--- src/rtl/csel_adder_pipe.sv ---
// Pipelined carry-select adder/subtractor with a valid/ready handshake on both sides.
// Each stage resolves BLKS_PER_STG blocks; upper operand bits ride along until their stage.
module csel_adder_pipe #(
  parameter int WIDTH        = 16,
  parameter int BLK          = 4,
  parameter int BLKS_PER_STG = 2
) (
  input  logic             clk,
  input  logic             rst_n,
  input  logic             in_valid,
  output logic             in_ready,
  input  logic             sub,
  input  logic [WIDTH-1:0] a,
  input  logic [WIDTH-1:0] b,
  input  logic             cin,
  output logic             out_valid,
  input  logic             out_ready,
  output logic [WIDTH-1:0] sum,
  output logic             cout,
  output logic             ovf
);

  localparam int NBLK = WIDTH / BLK;
  localparam int NSTG = WIDTH / (BLK * BLKS_PER_STG);

  // Resolves the blocks owned by stage stg; returns {ovf, carry_out, partial_sum}.
  function automatic logic [WIDTH+1:0] f_resolve(
    input logic [WIDTH-1:0] fa,
    input logic [WIDTH-1:0] fb,
    input logic [WIDTH-1:0] fs,
    input logic             fc,
    input int               stg
  );
    logic [WIDTH-1:0] s;
    logic             c;
    logic             ov;
    logic [BLK:0]     s0;
    logic [BLK:0]     s1;
    logic [BLK:0]     t;
    s  = fs;
    c  = fc;
    ov = 1'b0;
    for (int j = 0; j < NBLK; j++) begin
      if (j / BLKS_PER_STG == stg) begin
        s0 = {1'b0, fa[j*BLK +: BLK]} + {1'b0, fb[j*BLK +: BLK]};
        s1 = s0 + (BLK+1)'(1);
        if (j == 0)
          t = s0 + {{BLK{1'b0}}, c};
        else
          t = c ? s1 : s0;
        s[j*BLK +: BLK] = t[BLK-1:0];
        if (j == NBLK-1)
          ov = t[BLK] ^ (t[BLK-1] ^ fa[WIDTH-1] ^ fb[WIDTH-1]);
        c = t[BLK];
      end
    end
    return {ov, c, s};
  endfunction

  logic             r_init;
  logic [NSTG-1:0]  r_vld;
  logic [NSTG-1:0]  w_ld;
  logic [WIDTH-1:0] r_a_p   [NSTG];
  logic [WIDTH-1:0] r_b_p   [NSTG];
  logic [WIDTH-1:0] r_sum_p [NSTG];
  logic             r_c_p   [NSTG];
  logic             r_ov_p  [NSTG];
  logic             w_xfer;
  logic [WIDTH-1:0] w_b_eff;
  logic             w_cin_eff;

  assign w_b_eff   = sub ? ~b : b;
  assign w_cin_eff = sub | cin;
  assign w_xfer    = in_valid & in_ready;

  always_ff @(posedge clk or negedge rst_n) begin
    if (!rst_n) r_init <= 1'b0;
    else        r_init <= 1'b1;
  end

  // Load enables ripple back from the output so bubbles collapse without ready registers.
  always_comb begin
    w_ld = '0;
    w_ld[NSTG-1] = ~r_vld[NSTG-1] | out_ready;
    for (int k = NSTG-2; k >= 0; k--)
      w_ld[k] = ~r_vld[k] | w_ld[k+1];
  end

  assign in_ready = r_init & w_ld[0];

  for (genvar k = 0; k < NSTG; k++) begin : g_stg
    logic [WIDTH+1:0] w_res;
    logic             w_vin;
    logic [WIDTH-1:0] w_a_in;
    logic [WIDTH-1:0] w_b_in;

    if (k == 0) begin : g_first
      assign w_vin  = w_xfer;
      assign w_a_in = a;
      assign w_b_in = w_b_eff;
      assign w_res  = f_resolve(a, w_b_eff, '0, w_cin_eff, 0);
    end else begin : g_next
      assign w_vin  = r_vld[k-1];
      assign w_a_in = r_a_p[k-1];
      assign w_b_in = r_b_p[k-1];
      assign w_res  = f_resolve(r_a_p[k-1], r_b_p[k-1], r_sum_p[k-1], r_c_p[k-1], k);
    end

    // ---- stage k register boundary ----
    always_ff @(posedge clk or negedge rst_n) begin
      if (!rst_n) begin
        r_vld[k]   <= 1'b0;
        r_sum_p[k] <= '0;
        r_c_p[k]   <= 1'b0;
        r_ov_p[k]  <= 1'b0;
      end else if (w_ld[k]) begin
        r_vld[k] <= w_vin;
        if (w_vin) begin
          r_sum_p[k] <= w_res[WIDTH-1:0];
          r_c_p[k]   <= w_res[WIDTH];
          r_ov_p[k]  <= w_res[WIDTH+1];
        end
      end
    end

    always_ff @(posedge clk) begin
      if (w_ld[k] & w_vin) begin
        r_a_p[k] <= w_a_in;
        r_b_p[k] <= w_b_in;
      end
    end
  end

  assign out_valid = r_vld[NSTG-1];
  assign sum       = r_sum_p[NSTG-1];
  assign cout      = r_c_p[NSTG-1];
  assign ovf       = r_ov_p[NSTG-1];

endmodule
--- config.mk ---
export PLATFORM = sky130hd
export DESIGN_NAME = csel_adder_pipe
export DESIGN_NICKNAME = d
export VERILOG_FILES = /design/src/rtl/csel_adder_pipe.sv
export SDC_FILE = /design/constraint.sdc
export NUM_CORES = 1
export LEC_CHECK = 0
export ABC_CLOCK_PERIOD_IN_PS = 6300
export CAP_MARGIN = 5
export CORE_UTILIZATION = 54
export DETAILED_ROUTE_END_ITERATION = 16
export GPL_TIMING_DRIVEN = 0
export PLACE_DENSITY = 0.83
export SYNTH_ARGS = -nofsm -noshare
export SYNTH_HDL_FRONTEND = slang
export SYNTH_SLANG_ARGS = --single-unit
--- constraint.sdc ---
create_clock -name clk -period 6.3 [get_ports clk]
set_input_delay 1.26 -clock clk [delete_from_list [all_inputs] [get_ports clk]]
set_output_delay 1.26 -clock clk [all_outputs]
set_load 0.02 [all_outputs]
==> results of run 1 <==
==> layout make-up <==
| type | instances | area, um2 | share of cell area (%) |
|---|---|---|---|
| plain buffers | 5 | 33.8 | 1.04 |
| clock buffers | 7 | 101 | 3.11 |
| clock inverters | 1 | 7.51 | 0.230 |
| inverters | 8 | 30.0 | 0.920 |
| multi-input cells | 152 | 1240 | 38.0 |
| flip-flops and latches | 46 | 1230 | 37.7 |
| well taps | 52 | 65.1 | 1.99 |
| repair buffers | 56 | 556 | 17.0 |
==> metrics by stage <==
stage          hold slack (ns)  setup WS (ns)  instance area, um2
5_1_grt                  0.512           2.16                3260
2_1_floorplan            0.442           2.48                2530
3_5_place_dp             0.467           2.07                3160
4_1_cts                  0.488           2.39                3270
3_3_place_gp             0.458           2.15                3160
6_report                 0.483           2.42                3260
==> worst max-delay path: stages <==
cell and delay, ns:
clkdlybuf4s50_1 0.46, nand3b_1 0.12, and2_1 0.15, clkdlybuf4s50_1 0.62
==> cells in the mapped netlist (all sizes together) <==
| cell | count | share of area (%) |
|---|---|---|
| a21o | 10 | 3.0 |
| a21oi | 7 | 1.4 |
| a31oi | 1 | 0.49 |
| and2 | 2 | 0.54 |
| and3 | 2 | 0.74 |
| and4 | 1 | 0.44 |
| buf | 2 | 0.89 |
| clkbuf | 3 | 0.44 |
| conb | 1 | 0.15 |
| dfrtp | 30 | 30 |
| edfxtp | 16 | 19 |
| fa | 5 | 4.0 |
| ha | 18 | 8.9 |
| inv | 8 | 1.2 |
| mux2 | 9 | 4.0 |
| mux2i | 2 | 0.79 |
| nand2 | 26 | 3.9 |
| nand2b | 2 | 0.49 |
| nand3 | 1 | 0.20 |
| nand3b | 1 | 0.30 |
| nand4 | 2 | 0.49 |
| nor2 | 3 | 0.44 |
| nor3 | 1 | 0.40 |
| nor3b | 1 | 0.30 |
| nor4 | 1 | 0.84 |
| o21ai | 17 | 3.4 |
| o31ai | 1 | 0.30 |
| or3 | 1 | 0.44 |
| xnor2 | 11 | 3.8 |
| xor2 | 26 | 9.3 |
==> logic make-up after synthesis <==
group / after synthesis
flops: 46
simple gates: 44
xor+xnor: 37
compound gates: 36
fa+ha+maj: 23
buf+inv: 13
mux: 11
other cells: 1
==> routing by layer <==
metal  vias up  share of wire, %  track usage, %
met5         -                 0               0
met4         0               1.4            6.80
met3         7               3.8            3.90
met2        40                49            33.0
met1       762                46            25.4
li1        854                 -               -
==> registers in the layout (all words and copies together), names as in the netlist <==
name and cells:
sum 16, g_stg.w_res 8, r_a_p 8, r_b_p 8
cout 1, g_stg.w_vin 1, out_valid 1, ovf 1
r_c_p 1, r_init 1
==> worst max-delay path by stage <==
stage	startpoint	slack [ns]	endpoint
finish	out_ready	2.42	in_ready
global route	sub	2.16	r_c_p[1]
CTS	sub	2.39	r_c_p[1]
detailed placement	sub	2.07	r_c_p[1]
global placement	sub	2.15	r_c_p[1]
floorplan	sub	2.48	r_c_p[1]
==> where the power goes <==
part           switching (mW)  total, mW  internal [mW]
Clock                   0.101      0.208          0.107
Combinational           0.171      0.353          0.182
Sequential             0.0371      0.416          0.379
==> metrics.yaml, run 1 <==
logic_synthesis:
  syn-cell-area_um2: 2530
  yosysSeqAreaShare_pct: 48.6
  ys_seq_elements: 46
  synth_nets: 272
  yosys_warnings: 0
  synthMuxAreaShare_pct: 4.79
  synth_top_family_by_area: "XOR/XNOR gates"
  synth.avg_cell_area_um2: 12.0
  synth_xor_area_share_pct: 13.1
  synthSimpleGateAreaFrac_pct: 9.48
  synth_cells: 211
  ys_types: 35
  synth_fa_ha_area_share_pct: 12.8
  synth_compound_area_share_pct: 8.54
clocking:
  clk_latency_ns: 0.30
  htreeDepth: 2
  cts_inserted_buffers: 5
  post_cts_resized: 0
  cts_setup_buffers: 0
  cts_tree: "built"
  clkTransAtPathRegs_ns: 0.09
  hold_buffers: 0
  clockBufferDepth: 2
  cts_num_sinks: 46
  cts_root_buffer: "clkbuf_8"
timing:
  grt_setup_unrepaired: "no"
  fin_crit_ns: 3.88
  setup-tns-final_ns: 0
  setup_viol: 0
  timing.slew.headroom_pct: 56.9
  fin_crit_sh_pct: 61.6
  finalHoldViolations: 0
  fin_skew_ns: 0.00526
  fmax_mhz: 258
  tightest_slew_ns: 0.646
  drv_slew: 0
routing:
  first_iter_violations: 59
  viasPerCell: 5.09
  wl_per_cell_um: 13.3
  drc: 9
  routed_wl_mm: 4.35
  drt-pass1-iter-count: 10
  vias: 1663
  final_antenna_net_count: 0
critical_path:
  worstSetupPathType: "in2out"
  r2r_start: "r_a_p[0][8]"
  cp-start-kind: "input pin"
  worstPathRequired_ns: 5.04
  worstPathMaxFanout: 2
  arrival_ns: 2.62
  reg2regPathDepth: 9
  cp-end-kind: "output pin"
  r2r_slack_ns: 3.69
  r2r-end: "ovf"
cells_and_area:
  nets: 335
  mostFrequentLayoutCells: "clkdlybuf4s50_1, dfrtp_1, nand2_1"
  final_core_util_pct: 73.4
  fillers: 328
  fin_cells: 327
  antenna_cells: 0
  final_common_cell: "clkdlybuf4s50_1"
  syn_to_final_growth_pct: 28.8
  drive_above_1_share_pct: 10.9
die:
  die-area_um2: 4970
  die_width_um: 70.5
  start_util_pct: 57.0
  die_h_um: 70.5
  row_count: 24
  io_pins: 58
  core_area_um2: 4440
power:
  ir_drop_uv: 144
  power.leakage_nw: 1.43
  powerDensity_nw_per_um2: 300
  p_total_mw: 0.977
outcome:
  status: "complete, but fails checks"
  violations: "design-rule violations"
grt:
  grt_pass1_vias: 1656
  grt_first_pass_wirelength_mm: 7.51
  grt_start_max_net_pins: 31
  grt_use_total_pct: 19.6
  antenna_found_initial: 0
  overflow: 0
hold_path:
  hold_path_end: "sum[13]"
  hold_class: "reg2reg"
  hold-path-cell-count: 2
  hp-start: "sum[13]"
job:
  cap_violations: 0
placed_design:
  gp_congestion: 0.795
  portBuffers: 56
  dp_cells: 319
  dp_hpwl_mm: 3.46
(Power assumes the default switching activity.)
==> run 2, diff against run 1 <==
==> config.mk (replaced) <==
export PLATFORM = sky130hd
export DESIGN_NAME = csel_adder_pipe
export DESIGN_NICKNAME = d
export VERILOG_FILES = /design/src/rtl/csel_adder_pipe.sv
export SDC_FILE = /design/constraint.sdc
export NUM_CORES = 1
export LEC_CHECK = 0
export ABC_CLOCK_PERIOD_IN_PS = 3700
export CAP_MARGIN = 5
export CORE_UTILIZATION = 50
export DETAILED_ROUTE_END_ITERATION = 16
export GPL_TIMING_DRIVEN = 0
export PLACE_DENSITY = 0.78
export SYNTH_ARGS = -nofsm -noshare
export SYNTH_HDL_FRONTEND = slang
export SYNTH_SLANG_ARGS = --single-unit
==> constraint.sdc (replaced) <==
create_clock -name clk -period 3.7 [get_ports clk]
set_input_delay 0.74 -clock clk [delete_from_list [all_inputs] [get_ports clk]]
set_output_delay 0.74 -clock clk [all_outputs]
set_load 0.02 [all_outputs]
==> run 2 against run 1 <==
Largest cell class unchanged. The flow now finishes without violations. Design area rose by 0.27%. Register-to-register slack got worse by 2.6 ns. Critical path depth rose by 8. Critical path type is now in2reg. Worst setup slack got worse by 2.0 ns. Largest power group unchanged.
==> metrics.yaml, run 2 (synthesis results as in run 1) <==
timing:
  fmax_mhz: 301
  fin_crit_sh_pct: 89.6
  finalHoldViolations: 0
  setup-tns-final_ns: 0
  setup_viol: 0
  fin_skew_ns: 0.00537
  timing.slew.headroom_pct: 55.2
  fin_crit_ns: 3.32
  drv_slew: 0
  grt_setup_unrepaired: "no"
  tightest_slew_ns: 0.671
job:
  cap_violations: 0
grt:
  grt_use_total_pct: 17.2
  grt_first_pass_wirelength_mm: 6.85
  overflow: 0
  antenna_found_initial: 0
  grt_start_max_net_pins: 31
  grt_pass1_vias: 1558
clocking:
  cts_num_sinks: 46
  hold_buffers: 0
  cts_inserted_buffers: 5
  cts_setup_buffers: 0
  clockBufferDepth: 2
  clk_latency_ns: 0.30
  cts_root_buffer: "clkbuf_8"
  clkTransAtPathRegs_ns: 0.08
  htreeDepth: 2
  post_cts_resized: 0
  cts_tree: "built"
placed_design:
  gp_congestion: 0.735
  portBuffers: 56
  dp_cells: 334
  dp_hpwl_mm: 3.19
routing:
  first_iter_violations: 65
  wl_per_cell_um: 11.4
  viasPerCell: 4.86
  final_antenna_net_count: 0
  routed_wl_mm: 3.92
  vias: 1661
  drc: 0
  drt-pass1-iter-count: 4
hold_path:
  hold_class: "in2async"
cells_and_area:
  fillers: 372
  multi_input_area_um2: 1240
  mostFrequentLayoutCells: "clkdlybuf4s50_1, dfrtp_1, nand2_1"
  final_common_cell: "clkdlybuf4s50_1"
  nets: 335
  drive_above_1_share_pct: 10.9
  regArea_um2: 1230
  largest_register_ff_count: 16
  antenna_cells: 0
  syn_to_final_growth_pct: 29.1
  fin_cells: 342
critical_path:
  cp-start-kind: "input pin"
  worstPathMaxFanout: 10
  r2r_start: "r_a_p[0][8]"
  arrival_ns: 3.49
  worstSetupPathType: "in2reg"
  worstPathRequired_ns: 3.87
  cp-end-kind: "flop"
  cp-startpoint: "sub"
power:
  ir_drop_uv: 294
  powerDensity_nw_per_um2: 497
  power.leakage_nw: 1.42
die:
  die_width_um: 73.2
  start_util_pct: 52.9
  die_h_um: 73.2
  core_area_um2: 4790
  die-area_um2: 5360
  row_count: 25
  io_pins: 58
outcome:
  status: "complete, no violations"
## run 2: stage by stage
stage | setup WS (ns) | total power [mW] | hold WS (ns) | cell area (um2) | utilization, %
floorplan | 0.400 | 1.06 | 0.442 | 2530 | -
global placement | 0.0445 | 1.30 | 0.458 | 3180 | 66.4
detailed placement | 0.0288 | 1.32 | 0.470 | 3180 | 66.4
CTS | 0.331 | 1.65 | 0.489 | 3280 | 68.5
global route | 0.0652 | 1.72 | 0.504 | 3270 | 68.4
finish | 0.383 | 1.63 | 0.447 | 3270 | 68.4
## run 2: report_power, final
part | switching (mW) | internal [mW] | leakage (nW) | total, mW
registers | 0.0615 | 0.645 | 0.521 | 0.707
logic | 0.287 | 0.310 | 0.856 | 0.596
clock network | 0.169 | 0.154 | 0.0478 | 0.322
## run 2: per-layer routing
| metal | global-route usage [%] | part of all wire, % | up-vias |
|---|---|---|---|
| met3 | 4.28 | 3.6 | 5 |
| met5 | 0 | 0 | - |
| li1 | - | - | 855 |
| met2 | 26.6 | 48 | 39 |
| met1 | 22.7 | 47 | 762 |
| met4 | 7.63 | 1.8 | 0 |
## run 2: worst max-delay path, stage by stage
cell and delay [ns]:
clkbuf_1 0.35, clkbuf_1 0.57, xnor2_1 0.20, fa_1 0.41
inv_1 0.09, fa_1 0.21, a21o_1 0.12, a21o_1 0.20
nand2_1 0.10, nor3b_1 0.24, xor2_1 0.16, o21ai_0 0.09
## run 2: area by class of cell
| cell class | count | share of cell area, % |
|---|---|---|
| buffer | 5 | 1.03 |
| clock buffer | 6 | 2.52 |
| clock inverter | 2 | 0.497 |
| inverter | 8 | 0.918 |
| multi-input combinational | 152 | 37.9 |
| sequential | 46 | 37.6 |
| tap | 67 | 2.56 |
| timing repair buffer | 56 | 17.0 |
## run 2: worst paths after layout
path,endpoint,slack (ns),cells past startpoint
worst max-delay path,r_c_p[1],0.38,12
worst min-delay path,sum[2],0.45,1
worst max register to register,ovf,1.11,9
worst min register to register,sum[8],0.48,2
max in group asynchronous,sum[13],2.85,1
min in group clk,sum[8],0.48,2
